`src/rtl/loop_ctrl_pkg.sv`:
```
// Shared types and limits for the nested-loop sequencer.
package loop_ctrl_pkg;

  typedef enum logic {
    IDLE = 1'b0,
    RUN  = 1'b1
  } state_t;

  localparam int DEF_W = 20;
  localparam int MAX_D = 4;

endpackage

```
`src/rtl/loop_cnt.sv`:
```
// One odometer digit: W-bit counter that returns to zero after reaching its bound.
// Registered val and at_max; at_max_nxt is the compare for the value being loaded this edge.
module loop_cnt
  import loop_ctrl_pkg::*;
#(
  parameter int W = DEF_W
) (
  input  logic         clk,
  input  logic         rst,
  input  logic         clr,
  input  logic         en,
  input  logic [W-1:0] bound,
  output logic [W-1:0] val,
  output logic         at_max,
  output logic         at_max_nxt
);

  logic [W-1:0] val_nxt;

  // The bound compare happens before the increment, so an all-ones bound never carries out.
  always_comb begin
    val_nxt = val;
    if (clr) begin
      val_nxt = '0;
    end else if (en) begin
      val_nxt = at_max ? '0 : val + W'(1);
    end
  end

  assign at_max_nxt = (val_nxt == bound);

  always_ff @(posedge clk) begin
    if (rst) begin
      val    <= '0;
      at_max <= 1'b0;
    end else begin
      val    <= val_nxt;
      at_max <= at_max_nxt;
    end
  end

endmodule

```
`src/rtl/loop_ctrl.sv`:
```
// Nested-loop sequencer: issues every index tuple up to the latched bounds, innermost first.
// First beat one cycle after start; one beat per cycle; idx/wrap hold while ready is low.
module loop_ctrl
  import loop_ctrl_pkg::*;
#(
  parameter int W = DEF_W,
  parameter int D = 2
) (
  input  logic                clk,
  input  logic                rst,
  input  logic                start,
  input  logic [D-1:0][W-1:0] bound,
  input  logic                abort,
  input  logic                ready,
  output logic                exec,
  output logic [D-1:0][W-1:0] idx,
  output logic [D-1:0]        wrap,
  output logic                busy,
  output logic                fin
);

  state_t              state_q, state_d;
  logic [D-1:0][W-1:0] bound_q, bound_sel;
  logic [D-1:0]        at_max, at_max_nxt, wrap_nxt;
  logic [D:0]          carry, pfx;
  logic                launch, consume, done;

  assign launch    = (state_q == IDLE) && start && !abort;
  assign consume   = exec && ready;
  assign bound_sel = launch ? bound : bound_q;

  // carry[d] enables digit d; carry[D] means the final tuple was just consumed.
  assign carry[0] = consume && !abort;
  assign pfx[0]   = 1'b1;
  assign done     = carry[D];

  generate
    for (genvar d = 0; d < D; d++) begin : g_dim
      assign carry[d+1]  = carry[d] & at_max[d];
      assign pfx[d+1]    = pfx[d] & at_max_nxt[d];
      assign wrap_nxt[d] = pfx[d+1];

      loop_cnt #(.W(W)) u_cnt (
        .clk        (clk),
        .rst        (rst),
        .clr        (launch),
        .en         (carry[d]),
        .bound      (bound_sel[d]),
        .val        (idx[d]),
        .at_max     (at_max[d]),
        .at_max_nxt (at_max_nxt[d])
      );
    end
  endgenerate

  always_comb begin
    state_d = state_q;
    case (state_q)
      IDLE:    if (launch) state_d = RUN;
      RUN:     if (abort || done) state_d = IDLE;
      default: state_d = IDLE;
    endcase
  end

  always_ff @(posedge clk) begin
    if (rst) begin
      state_q <= IDLE;
    end else begin
      state_q <= state_d;
    end
  end

  assign busy = (state_q == RUN);

  always_ff @(posedge clk) begin
    if (rst) begin
      bound_q <= '0;
      exec    <= 1'b0;
      wrap    <= '0;
      fin     <= 1'b0;
    end else begin
      fin <= done;
      if (launch) begin
        bound_q <= bound;
        exec    <= 1'b1;
        wrap    <= wrap_nxt;
      end else if (abort || done) begin
        exec <= 1'b0;
        wrap <= '0;
      end else if (carry[0]) begin
        wrap <= wrap_nxt;
      end
    end
  end

endmodule

```
`config.mk`:
```
export PLATFORM = sky130hd
export DESIGN_NAME = loop_ctrl
export DESIGN_NICKNAME = d
export VERILOG_FILES = /design/src/rtl/loop_ctrl_pkg.sv /design/src/rtl/loop_cnt.sv /design/src/rtl/loop_ctrl.sv
export SDC_FILE = /design/constraint.sdc
export NUM_CORES = 1
export LEC_CHECK = 0
export CORE_MARGIN = 2
export CORE_UTILIZATION = 56
export CTS_BUF_LIST = sky130_fd_sc_hd__clkbuf_4 sky130_fd_sc_hd__clkbuf_8 sky130_fd_sc_hd__clkbuf_16
export DETAILED_ROUTE_END_ITERATION = 16
export PLACE_DENSITY_LB_ADDON = 0.3
export RECOVER_POWER = 50
export SLEW_MARGIN = 5
export SYNTH_ARGS = -nofsm -noshare
export SYNTH_HDL_FRONTEND = slang
export SYNTH_SLANG_ARGS = --single-unit
```
`constraint.sdc`:
```
create_clock -name clk -period 5.27 [get_ports clk]
set_input_delay 1.054 -clock clk [delete_from_list [all_inputs] [get_ports clk]]
set_output_delay 1.054 -clock clk [all_outputs]
set_load 0.005 [all_outputs]
```
After elaboration in Yosys (flattened, before gate mapping)
Cells that the tools add are included.

storage, ports and cells
  input bits = 45
  output and inout port bits = 45
  register bits after elaboration = 87

operators by class
  add/subtract/negate cells = 2
  bitwise gates (word level) = 4
  mux-type cells = 15
  reduce and logical (&&, ||, !) cells = 8
  equality and inequality tests = 2

operator list
  operator                                                         count
  20-bit 2-to-1 mux                                                6
  20-bit by 1-bit adder with 20-bit output, second input constant  2
  20-bit equality test                                             2
  40-bit 2-to-1 mux                                                1
  2-bit 2-to-1 mux                                                 3
  1-bit logical AND                                                4
  1-bit 2-to-1 mux                                                 4
  1-bit bitwise AND                                                3
  3-bit nonzero test                                               1
  1-bit one-hot mux with 2 select lines                            1
  2-bit nonzero test                                               1
  1-bit zero test                                                  1
  1-bit logical OR                                                 1
  1-bit NOT                                                        1

Longest topological paths before layout
Gate-level depths: netlist (run 1).

  word-level depth = 10
  depth in mapped cells = 13
  mapped depth without buffers = 10

Cells and area by module
From an unflattened synthesis (run 1), not the netlist that was laid out.

unflattened totals
  cell total of the unflattened synthesis = 583
  area, all modules = 5,302.6 um^2

modules (own cells, without submodules)
  module     times used  area an instance (um^2)  cells an instance
  loop_cnt   2           1,657.8                  214
  loop_ctrl  1           1,986.9                  155

Worst setup path after synthesis (run 1)
Ideal clock, no wire load.

  path kind = input to register
  from = input abort
  to = register wrap[1]
  cell stages on the path = 9
  arrival time = 3,458 ps
  path slack = 1,744 ps
  required time = 5,203 ps
  cells stage by stage = nand4b_4 > or4_4 > or4_1 > a21oi_2 > xor2_1 > a2bb2oi_1 > nand4_1 > or4b_4 > o21ai_2

between the ends
  cells in the longest elaborated chain, start to end = 10

RTL lines
  what                    line                              text
  start: declaration      loop_ctrl.sv:13                   input logic abort,
  1-bit zero test         loop_ctrl.sv:28, loop_ctrl.sv:33
  1-bit logical AND       loop_ctrl.sv:33                   assign carry[0] = consume && !abort;
  1-bit bitwise AND       loop_ctrl.sv:39                   assign carry[d+1] = carry[d] & at_max[d];
  20-bit 2-to-1 mux       loop_cnt.sv:25                    end else if (en) begin
  20-bit 2-to-1 mux       loop_cnt.sv:23                    if (clr) begin
  20-bit equality test    loop_cnt.sv:30                    assign at_max_nxt = (val_nxt == bound);
  1-bit bitwise AND       loop_ctrl.sv:40                   assign pfx[d+1] = pfx[d] & at_max_nxt[d];
  2-bit 2-to-1 mux        loop_ctrl.sv:90                   end else if (carry[0]) begin
  2-bit 2-to-1 mux        loop_ctrl.sv:87                   end else if (abort || done) begin
  2-bit 2-to-1 mux        loop_ctrl.sv:83                   if (launch) begin
  end signal: assignment  loop_ctrl.sv:86                   wrap <= wrap_nxt;
  end signal: assignment  loop_ctrl.sv:91                   wrap <= wrap_nxt;
  end: declaration        loop_ctrl.sv:17                   output logic [D-1:0] wrap,

Several ways; a longest one is shown, not always the timed one. The select of a mux whose other input is x is not followed.
A chain may end at the register's enable or synchronous reset.

Worst setup path in the final report (run 1)
Same ends and word-level chain as after synthesis.

==> flow_metrics.tcl, run 1 <==
set metrics [dict create \
    outcome "finished, final reports clean" \
    relSlewSlack_pct 35.9 \
    antenna_left 0 \
    design.core.area_um2 8090 \
    grt_pass1_vias 4333 \
    syn_avg_cell_area_um2 8.05 \
    synth_edf_count 0 \
    cts_resized 0 \
    clock_skew_ps 9.70 \
    wirelength_um 12800 \
    hold_slack_ps 475 \
    drtPass1Iterations 4 \
    dr.max_layer_used "met4" \
    antennaDiodeCount 0 \
    yosys_most_used_dff "dfxtp_1" \
    fp-row-count 33 \
    p_comb_share_pct 11.4 \
    cp-start-kind "input pin" \
    pwr-share-seq_pct 48.1 \
    drc_errors 0 \
    synth_top_area_share_pct 37.9 \
    synth-seq-area-share_pct 37.9 \
    finalSetupViolations 0 \
    crit_required_ps 5580 \
    hp-class "register to register" \
    path_class "input pin to register" \
    grt-ovfl-total 0 \
    place_congestion 0.874 \
    fmax_mhz 233 \
    hold_viol_final 0 \
    p_int_w 0.00107 \
    post-dp-hpwl_um 9390 \
    routed-via-count 4537 \
    syn-num-nets 618 \
    async_flop_share_pct 0 \
    vias_per_cell 5.99 \
    cts_setup_buffers 0 \
    boundaryPins 90 \
    cts_root_buf "clkbuf_8" \
    first_iter_violations 210 \
    synth_top_cell_by_area "dfxtp_1" \
    switching_share_pct 24.7 \
    clk_pin_slew_ps 80 \
    worst_slew_pin_slew_ps 953 \
    cts_max_path_buffers 2 \
    grt_pass1_wl_um 20200 \
    crit_family "simple AND/OR/NAND/NOR gates" \
    cts_made_buffers 9 \
    syn_area_um2 4600 \
    p_leak_nw 2.20 \
    worst-path-max-fanout 29 \
    fin_crit_ps 4290 \
    power_frac_clock_pct 40.6 \
    yosys_warnings 0 \
    maxCapViolations 0 \
    clock_latency_ps 370 \
    drive_above_1_share_pct 5.98 \
    end_kind "register" \
    die_w_um 94.6 \
    postSynthCellCount 571 \
    final_nets 694 \
    tritoncts "done" \
    vdd_drop_max_mv 0.132 \
    wl_per_cell_um 17.0 \
    cp.arrival_ps 4600 \
    hold_buffers 0 \
    antenna_found_initial 0 \
    setup_tns_ps 0 \
    clock-sinks 87 \
    slowest_delay_ps 840 \
    wl_met2_um 6480 \
    initial_core_util_pct 56.8 \
    slowest_stage "nor3b_1" \
    die_area_um2 8950 \
    syn2layout_area_growth_pct 25.8 \
    die_y_um 94.6 \
    maxSlewViolCount 0 \
    met3_length_um 660 \
    io_buffers 89 \
    path_cells "dlygate4sd3_1 -> nor3b_1 -> buf_4 -> nor2_1 -> nand2_1 -> xnor2_1 -> and4bb_2 -> nand4_1 -> or4b_4 -> o21ai_2" \
    synth_cell_types 67 \
    powerDensity_nw_per_um2 247 \
    cts_max_level 3 \
    grt_max_degree 56 \
    ys_top_cells_by_area "dfxtp_1 38%, nand2_1 6.8%, nor2_1 6.1%" \
    rsz0062_at_grt "no" \
    drt-met1-wl_um 5100 \
    final.period_utilization_pct 81.4 \
    switchingPower_w 0.000352 \
    path_buf_inv 2 \
    grt_use_total_pct 29.1 \
    yosys_register_bits 87 \
]
==> worst paths after layout <==
kind | start | endpoint | slack [ps] | cells past startpoint
max | abort | wrap[1] | 980 | 10
min | bound_q[10] | bound_q[10] | 480 | 2
max reg2reg | g_dim[0].u_cnt.at_max | wrap[1] | 1970 | 9
min reg2reg | bound_q[10] | bound_q[10] | 480 | 2
==> power by group through the flow <==
stage / Clock, W / Sequential [W] / Combinational [W]
3_3_place_gp: 0 / 0.000700 / 0.000156
3_5_place_dp: 0 / 0.000701 / 0.000160
5_1_grt: 0.000599 / 0.000688 / 0.000175
6_report: 0.000579 / 0.000686 / 0.000162
4_1_cts: 0.000576 / 0.000686 / 0.000161
2_1_floorplan: 0 / 0.000697 / 0.0000965
==> final cells by class <==
class	count	area, um^2
clock buffer	11	139
clock inverter	5	106
fill	667	2310
inverter	7	26.3
multi-input combinational	447	2710
sequential	87	1740
tap	105	131
timing repair buffer	95	931
==> cell usage in the layout (no fill, tap or decap), drive strengths merged, types with 3 or more instances in the layout <==
cell type	netlist	layout
nand4	11	11
nand3b	4	4
dfxtp	87	87
or4	4	4
xor2	22	22
nand2	83	83
xnor2	31	31
a211oi	3	3
nor4	14	14
clkbuf	22	11
buf	8	7
dlygate4sd3	0	47
a22oi	4	4
a21oi	40	40
inv	7	7
clkdlybuf4s50	0	41
o21ai	19	19
mux2i	20	20
nor2	75	75
o31ai	5	5
bufinv	0	3
o22ai	3	3
or3	7	7
nor3	24	24
nand3	19	19
and3	5	5
nor2b	6	6
nand2b	6	6
==> kinds of logic (layout without fill, tap and decap cells) <==
family / count (synthesis) / count (layout) / synth area share [%]
AO/OA/AOI/OAI: 98 / 98 / 14.0
XOR/XNOR: 53 / 53 / 10.1
adder cells (fa/ha/maj): 2 / 2 / 0.544
buffers and inverters: 37 / 118 / 3.21
flip-flops: 87 / 87 / 37.9
multiplexers: 21 / 21 / 4.60
AND/OR/NAND/NOR: 273 / 273 / 29.6
==> through the flow <==
stage | power (W) | instance area, um^2 | worst slack (ps) | cells | util (%)
floorplan | 0.000793 | 4600 | 1740 | 571 | -
global placement | 0.000856 | 5540 | 862 | 741 | 68.5
detailed placement | 0.000861 | 5540 | 784 | 741 | 68.5
CTS | 0.00142 | 5790 | 1150 | 757 | 71.5
global route | 0.00146 | 5780 | 888 | 757 | 71.5
finish | 0.00143 | 5780 | 978 | 757 | 71.5
==> Yosys cell counts (7+ instances only) <==
| library cell | number |
|---|---|
| xnor2_1 | 31 |
| xor2_1 | 22 |
| nor2_1 | 75 |
| dfxtp_1 | 87 |
| buf_2 | 7 |
| nand4_1 | 10 |
| nand3_1 | 19 |
| or3_1 | 7 |
| nor3_1 | 24 |
| clkbuf_1 | 22 |
| mux2i_1 | 20 |
| inv_1 | 7 |
| nand2_1 | 83 |
| nor4_1 | 11 |
| a21oi_1 | 39 |
| o21ai_0 | 17 |
==> routing by layer <==
| metal | vias to the layer above | global-route usage, % |
|---|---|---|
| met2 | 171 | 50.4 |
| li1 | 2155 | - |
| met3 | 45 | 4.47 |
| met1 | 2166 | 32.9 |
| met4 | 0 | 19.6 |
| met5 | - | 0 |
==> worst reg2reg max path, stage by stage (launching register included) <==
cell,delay (ps)
dfxtp_1,530
nand4b_4,320
or4_4,640
or4_1,570
a21oi_2,170
xor2_1,80
a2bb2oi_1,160
nand4_1,100
or4b_4,540
o21ai_2,110
==> state kept, by name, summed over array words and instances (netlist names) <==
name                cells
fin                     1
busy                    1
g_dim.u_cnt.at_max      2
bound_q                40
exec                    1
wrap                    2
g_dim.u_cnt.val        40
Note: power is estimated with default switching activity, not from simulation.
==> inputs of run 2 (changes only) <==
--- a/config.mk
+++ b/config.mk
@@ -6,7 +6,7 @@
 export NUM_CORES = 1
 export LEC_CHECK = 0
 export CORE_MARGIN = 2
-export CORE_UTILIZATION = 56
+export CORE_UTILIZATION = 52
 export CTS_BUF_LIST = sky130_fd_sc_hd__clkbuf_4 sky130_fd_sc_hd__clkbuf_8 sky130_fd_sc_hd__clkbuf_16
 export DETAILED_ROUTE_END_ITERATION = 16
 export PLACE_DENSITY_LB_ADDON = 0.3
==> constraint.sdc (replaced) <==
create_clock -name clk -period 4.41 [get_ports clk]
set_input_delay 0.882 -clock clk [delete_from_list [all_inputs] [get_ports clk]]
set_output_delay 0.882 -clock clk [all_outputs]
set_load 0.005 [all_outputs]
==> flow_metrics.tcl, run 2 (synthesis gave the netlist of run 1 again) <==
set metrics [dict create \
    outcome "complete, but fails checks" \
    violations "DRC" \
    fillCellCount 736 \
    antenna_left 0 \
    end_kind "register" \
    path_buf_inv 2 \
    powerDensity_nw_per_um2 293 \
    vdd_drop_max_mv 0.212 \
    grt-ovfl-total 0 \
    layout_commonest_cell "dfxtp_1" \
    grt_pass1_wl_um 21700 \
    clock_latency_ps 360 \
    cp.arrival_ps 4250 \
    slowest_stage "dlygate4sd3_1" \
    relSlewSlack_pct 49.6 \
    cts_made_buffers 9 \
    syn2layout_area_growth_pct 26.9 \
    rsz0062_at_grt "no" \
    multiInputGateArea_um2 2710 \
    antennaDiodeCount 0 \
    antenna_found_initial 0 \
    placedCellCount 750 \
    drive_above_1_share_pct 6.69 \
    finish.utilization_pct 67.6 \
    routed-via-count 4563 \
    clock-sinks 87 \
    die_y_um 98.0 \
    path_cells "dlygate4sd3_1 -> nor3b_2 -> clkbuf_1 -> mux2i_1 -> xor2_1 -> a311oi_1 -> nand4_1 -> or4b_4 -> o21ai_2" \
    power_w 0.00171 \
    maxCapViolations 0 \
    cts_resized 0 \
    drtPass1Iterations 11 \
    final_cell_mix "87 x dfxtp_1, 83 x nand2_1, 75 x nor2_1" \
    setup_tns_ps 0 \
    hp-class "register to register" \
    slowest_delay_ps 680 \
    cp-start-kind "input pin" \
    finalSetupViolations 0 \
    die_area_um2 9610 \
    boundaryPins 90 \
    maxSlewViolCount 0 \
    tritoncts "done" \
    io_buffers 89 \
    cts_max_level 3 \
    grt_max_degree 56 \
    first_iter_violations 230 \
    final.period_utilization_pct 89.6 \
    grt_use_total_pct 27.8 \
    crit_family "simple AND/OR/NAND/NOR gates" \
    wirelength_um 13400 \
    p_leak_nw 2.22 \
    design.core.area_um2 8640 \
    crit_required_ps 4710 \
    top_regs "bound_q: 40 flops, g_dim.u_cnt.val: 40 flops" \
    path_class "input pin to register" \
    post-dp-hpwl_um 9870 \
    hold_viol_final 0 \
    cts_root_buf "clkbuf_8" \
    vias_per_cell 5.96 \
    clock_skew_ps 8.55 \
    die_w_um 98.0 \
    grt_pass1_vias 4558 \
    fin_crit_ps 3950 \
    wl_per_cell_um 17.5 \
    place_congestion 0.923 \
    fin_cells 766 \
    cts_max_path_buffers 2 \
    fp-row-count 34 \
    final_nets 700 \
    worst_slew_pin_slew_ps 756 \
    clk_pin_slew_ps 90 \
    seqCellArea_um2 1740 \
    placedInstanceArea_um2 5590 \
    drc_errors 1 \
    design_area_um2 5840 \
    initial_core_util_pct 53.2 \
    worst-path-max-fanout 12 \
    fmax_mhz 253 \
    hold_buffers 0 \
    cts_setup_buffers 0 \
]
==> run 2: through the flow <==
| step | setup slack (ps) | hold slack, ps |
|---|---|---|
| floorplan | 1060 | 437 |
| global placement | 365 | 450 |
| detailed placement | 283 | 463 |
| CTS | 646 | 479 |
| global route | 343 | 498 |
| finish | 460 | 475 |
==> run 2: power by group <==
part / switching, W / internal, W / total [W]
clock network: 0.000294 / 0.000398 / 0.000692
registers: 0.0000157 / 0.000804 / 0.000820
logic: 0.000107 / 0.0000918 / 0.000199
total: 0.000417 / 0.00129 / 0.00171
==> run 2: final timing paths <==
kind,cells after the start,slack [ps],endpoint,startpoint
hold / removal,2,470,bound_q[34],bound_q[34]
hold reg to reg,2,470,bound_q[34],bound_q[34]
setup / recovery,9,460,wrap[1],abort
setup reg to reg,10,1230,wrap[1],g_dim[1].u_cnt.val[0]
==> run 2: layout make-up <==
class	count	area share, %
multi-input cells	447	46.5
flip-flops and latches	87	29.8
inverters	7	0.450
clock buffers	11	2.49
clock inverters	5	1.80
repair buffers	101	16.6
well taps	108	2.32
==> run 2: tightest hold or removal path, stage by stage (launching register included) <==
cell	delay, ps
dfxtp_1	330
nand2_1	50
a21oi_1	50
==> run 2: metal layers <==
layer | track usage [%] | wire length, um | vias to the layer above
met5 | 0 | 0 | -
met3 | 4.29 | 889 | 49
met4 | 14.4 | 619 | 0
met2 | 49.2 | 6790 | 219
met1 | 32.2 | 5080 | 2127
li1 | - | - | 2168
==> inputs of run 3 (changes only) <==
--- a/config.mk
+++ b/config.mk
@@ -6,7 +6,7 @@
 export NUM_CORES = 1
 export LEC_CHECK = 0
 export CORE_MARGIN = 2
-export CORE_UTILIZATION = 52
+export CORE_UTILIZATION = 56
 export CTS_BUF_LIST = sky130_fd_sc_hd__clkbuf_4 sky130_fd_sc_hd__clkbuf_8 sky130_fd_sc_hd__clkbuf_16
 export DETAILED_ROUTE_END_ITERATION = 16
 export PLACE_DENSITY_LB_ADDON = 0.3
==> constraint.sdc (replaced) <==
create_clock -name clk -period 4.7 [get_ports clk]
set_input_delay 0.94 -clock clk [delete_from_list [all_inputs] [get_ports clk]]
set_output_delay 0.94 -clock clk [all_outputs]
set_load 0.005 [all_outputs]
==> flow_metrics.tcl, run 3 (synthesis gave the netlist of run 1 again) <==
set metrics [dict create \
    outcome "finished, final reports clean" \
    path_cells "dlygate4sd3_1 -> nor3b_1 -> buf_4 -> nand2_1 -> nand2b_1 -> mux2_2 -> nand4_1 -> and4bb_2 -> nand4_1 -> or4b_4 -> o21ai_2" \
    crit_required_ps 4990 \
    grt_use_met1_pct 33.0 \
    clock-sinks 87 \
    p_leak_nw 2.22 \
    io_buffers 89 \
    hold_viol_final 0 \
    powerDensity_nw_per_um2 274 \
    tritoncts "done" \
    die_w_um 94.6 \
    worst_slew_pin_slew_ps 821 \
    cts_resized 0 \
    fp-row-count 33 \
    antenna_found_initial 0 \
    cts_root_buf "clkbuf_8" \
    clk_pin_slew_ps 90 \
    fillCellCount 654 \
    grt_pass1_vias 4432 \
    final_nets 697 \
    top_usage_layer "met2" \
    vias_per_cell 5.98 \
    routed-via-count 4537 \
    syn2layout_area_growth_pct 26.3 \
    layout_commonest_cell "dfxtp_1" \
    die_y_um 94.6 \
    path_class "input pin to register" \
    end_kind "register" \
    relSlewSlack_pct 45.2 \
    fin_cells 759 \
    design.core.area_um2 8090 \
    grt_pass1_wl_um 20600 \
    pre_cts_ws_ps 532 \
    final_cell_mix "87 x dfxtp_1, 83 x nand2_1, 75 x nor2_1" \
    slowest_delay_ps 700 \
    maxCapViolations 0 \
    clock_skew_ps 9.80 \
    post-dp-hpwl_um 9480 \
    hold_buffers 0 \
    rsz0062_at_grt "no" \
    wirelength_um 12700 \
    drive_above_1_share_pct 6.27 \
    top_regs "bound_q: 40 flops, g_dim.u_cnt.val: 40 flops" \
    setup_tns_ps 0 \
    wl_per_cell_um 16.7 \
    grtUsageMet3_pct 5.59 \
    path_buf_inv 2 \
    grt-ovfl-total 0 \
    clock_latency_ps 350 \
    cts_setup_buffers 0 \
    use_met2_pct 51.4 \
    cts_max_path_buffers 2 \
    cts_made_buffers 9 \
    cp-start-kind "input pin" \
    maxSlewViolCount 0 \
    fin_crit_ps 4110 \
    grt_use_total_pct 29.2 \
    setup_ws_ps 592 \
    vdd_drop_max_mv 0.169 \
    grt_max_degree 56 \
    worst_path_most_repeated_cell "nand4_1" \
    worst-path-max-fanout 34 \
    placedCellCount 744 \
    drtPass1Iterations 5 \
    boundaryPins 90 \
    initial_core_util_pct 56.8 \
    antennaDiodeCount 0 \
    place_congestion 0.877 \
    cp.arrival_ps 4400 \
    final.period_utilization_pct 87.4 \
    hp-class "register to register" \
    antenna_left 0 \
    crit_family "simple AND/OR/NAND/NOR gates" \
    fmax_mhz 243 \
    die_area_um2 8950 \
    slowest_stage "nor3b_1" \
    drc_errors 0 \
    first_iter_violations 202 \
    hold_slack_ps 473 \
    cts_max_level 3 \
    finalSetupViolations 0 \
]
[run 3: cell types whose count changed in the layout (fill, tap and decap cells not counted), sizes merged]
cell and change:
clkinv +1, buf -1, clkinvlp -1, clkbuf -3
[run 3: worst register-to-register path, cell delays in order (launching register included)]
cell      delay (ps)
dfxtp_1          360
nor3b_1          650
buf_4            490
nand2_1          180
nand2b_1         100
mux2_2           140
nand4_1          110
and4bb_2         320
nand4_1           80
or4b_4           540
o21ai_2          110
[run 3: per-layer routing]
| layer | up-vias | part of all wire [%] | wire length (um) |
|---|---|---|---|
| li1 | 2163 | - | - |
| met1 | 2128 | 40 | 5030 |
| met5 | - | 0 | 0 |
| met4 | 0 | 4.4 | 561 |
| met3 | 48 | 5.9 | 741 |
| met2 | 198 | 50 | 6330 |
[run 3: path summary, 6_finish.rpt]
kind,slack [ps],cells past startpoint,endpoint,start
hold / removal,470,2,bound_q[10],bound_q[10]
setup reg to reg,1550,10,wrap[1],busy
hold reg to reg,470,2,bound_q[10],bound_q[10]
setup / recovery,590,11,wrap[1],abort
[run 3: power breakdown]
| group | switching [W] | leakage (nW) | internal [W] |
|---|---|---|---|
| clock network | 0.000273 | 0.119 | 0.000366 |
| registers | 0.0000142 | 0.705 | 0.000754 |
| logic | 0.0000968 | 1.39 | 0.0000850 |
| total | 0.000384 | 2.22 | 0.00121 |
[run 3: layout make-up]
type                            instances  area (um^2)  area share, %
Multi-Input combinational cell        447         2710           46.7
Sequential cell                        87         1740           30.0
Timing Repair Buffer                   98          953           16.4
Clock buffer                           10          138           2.37
Tap cell                              105          131           2.26
Clock inverter                          5          106           1.83
Inverter                                7         26.3          0.453
[run 3: stage by stage]
step	instance area, um^2	total power, W	utilization, %
5_1_grt	5810	0.00164	71.7
4_1_cts	5810	0.00159	71.8
2_1_floorplan	4600	0.000889	-
3_3_place_gp	5570	0.000962	68.8
3_5_place_dp	5570	0.000966	68.8
6_report	5810	0.00159	71.7
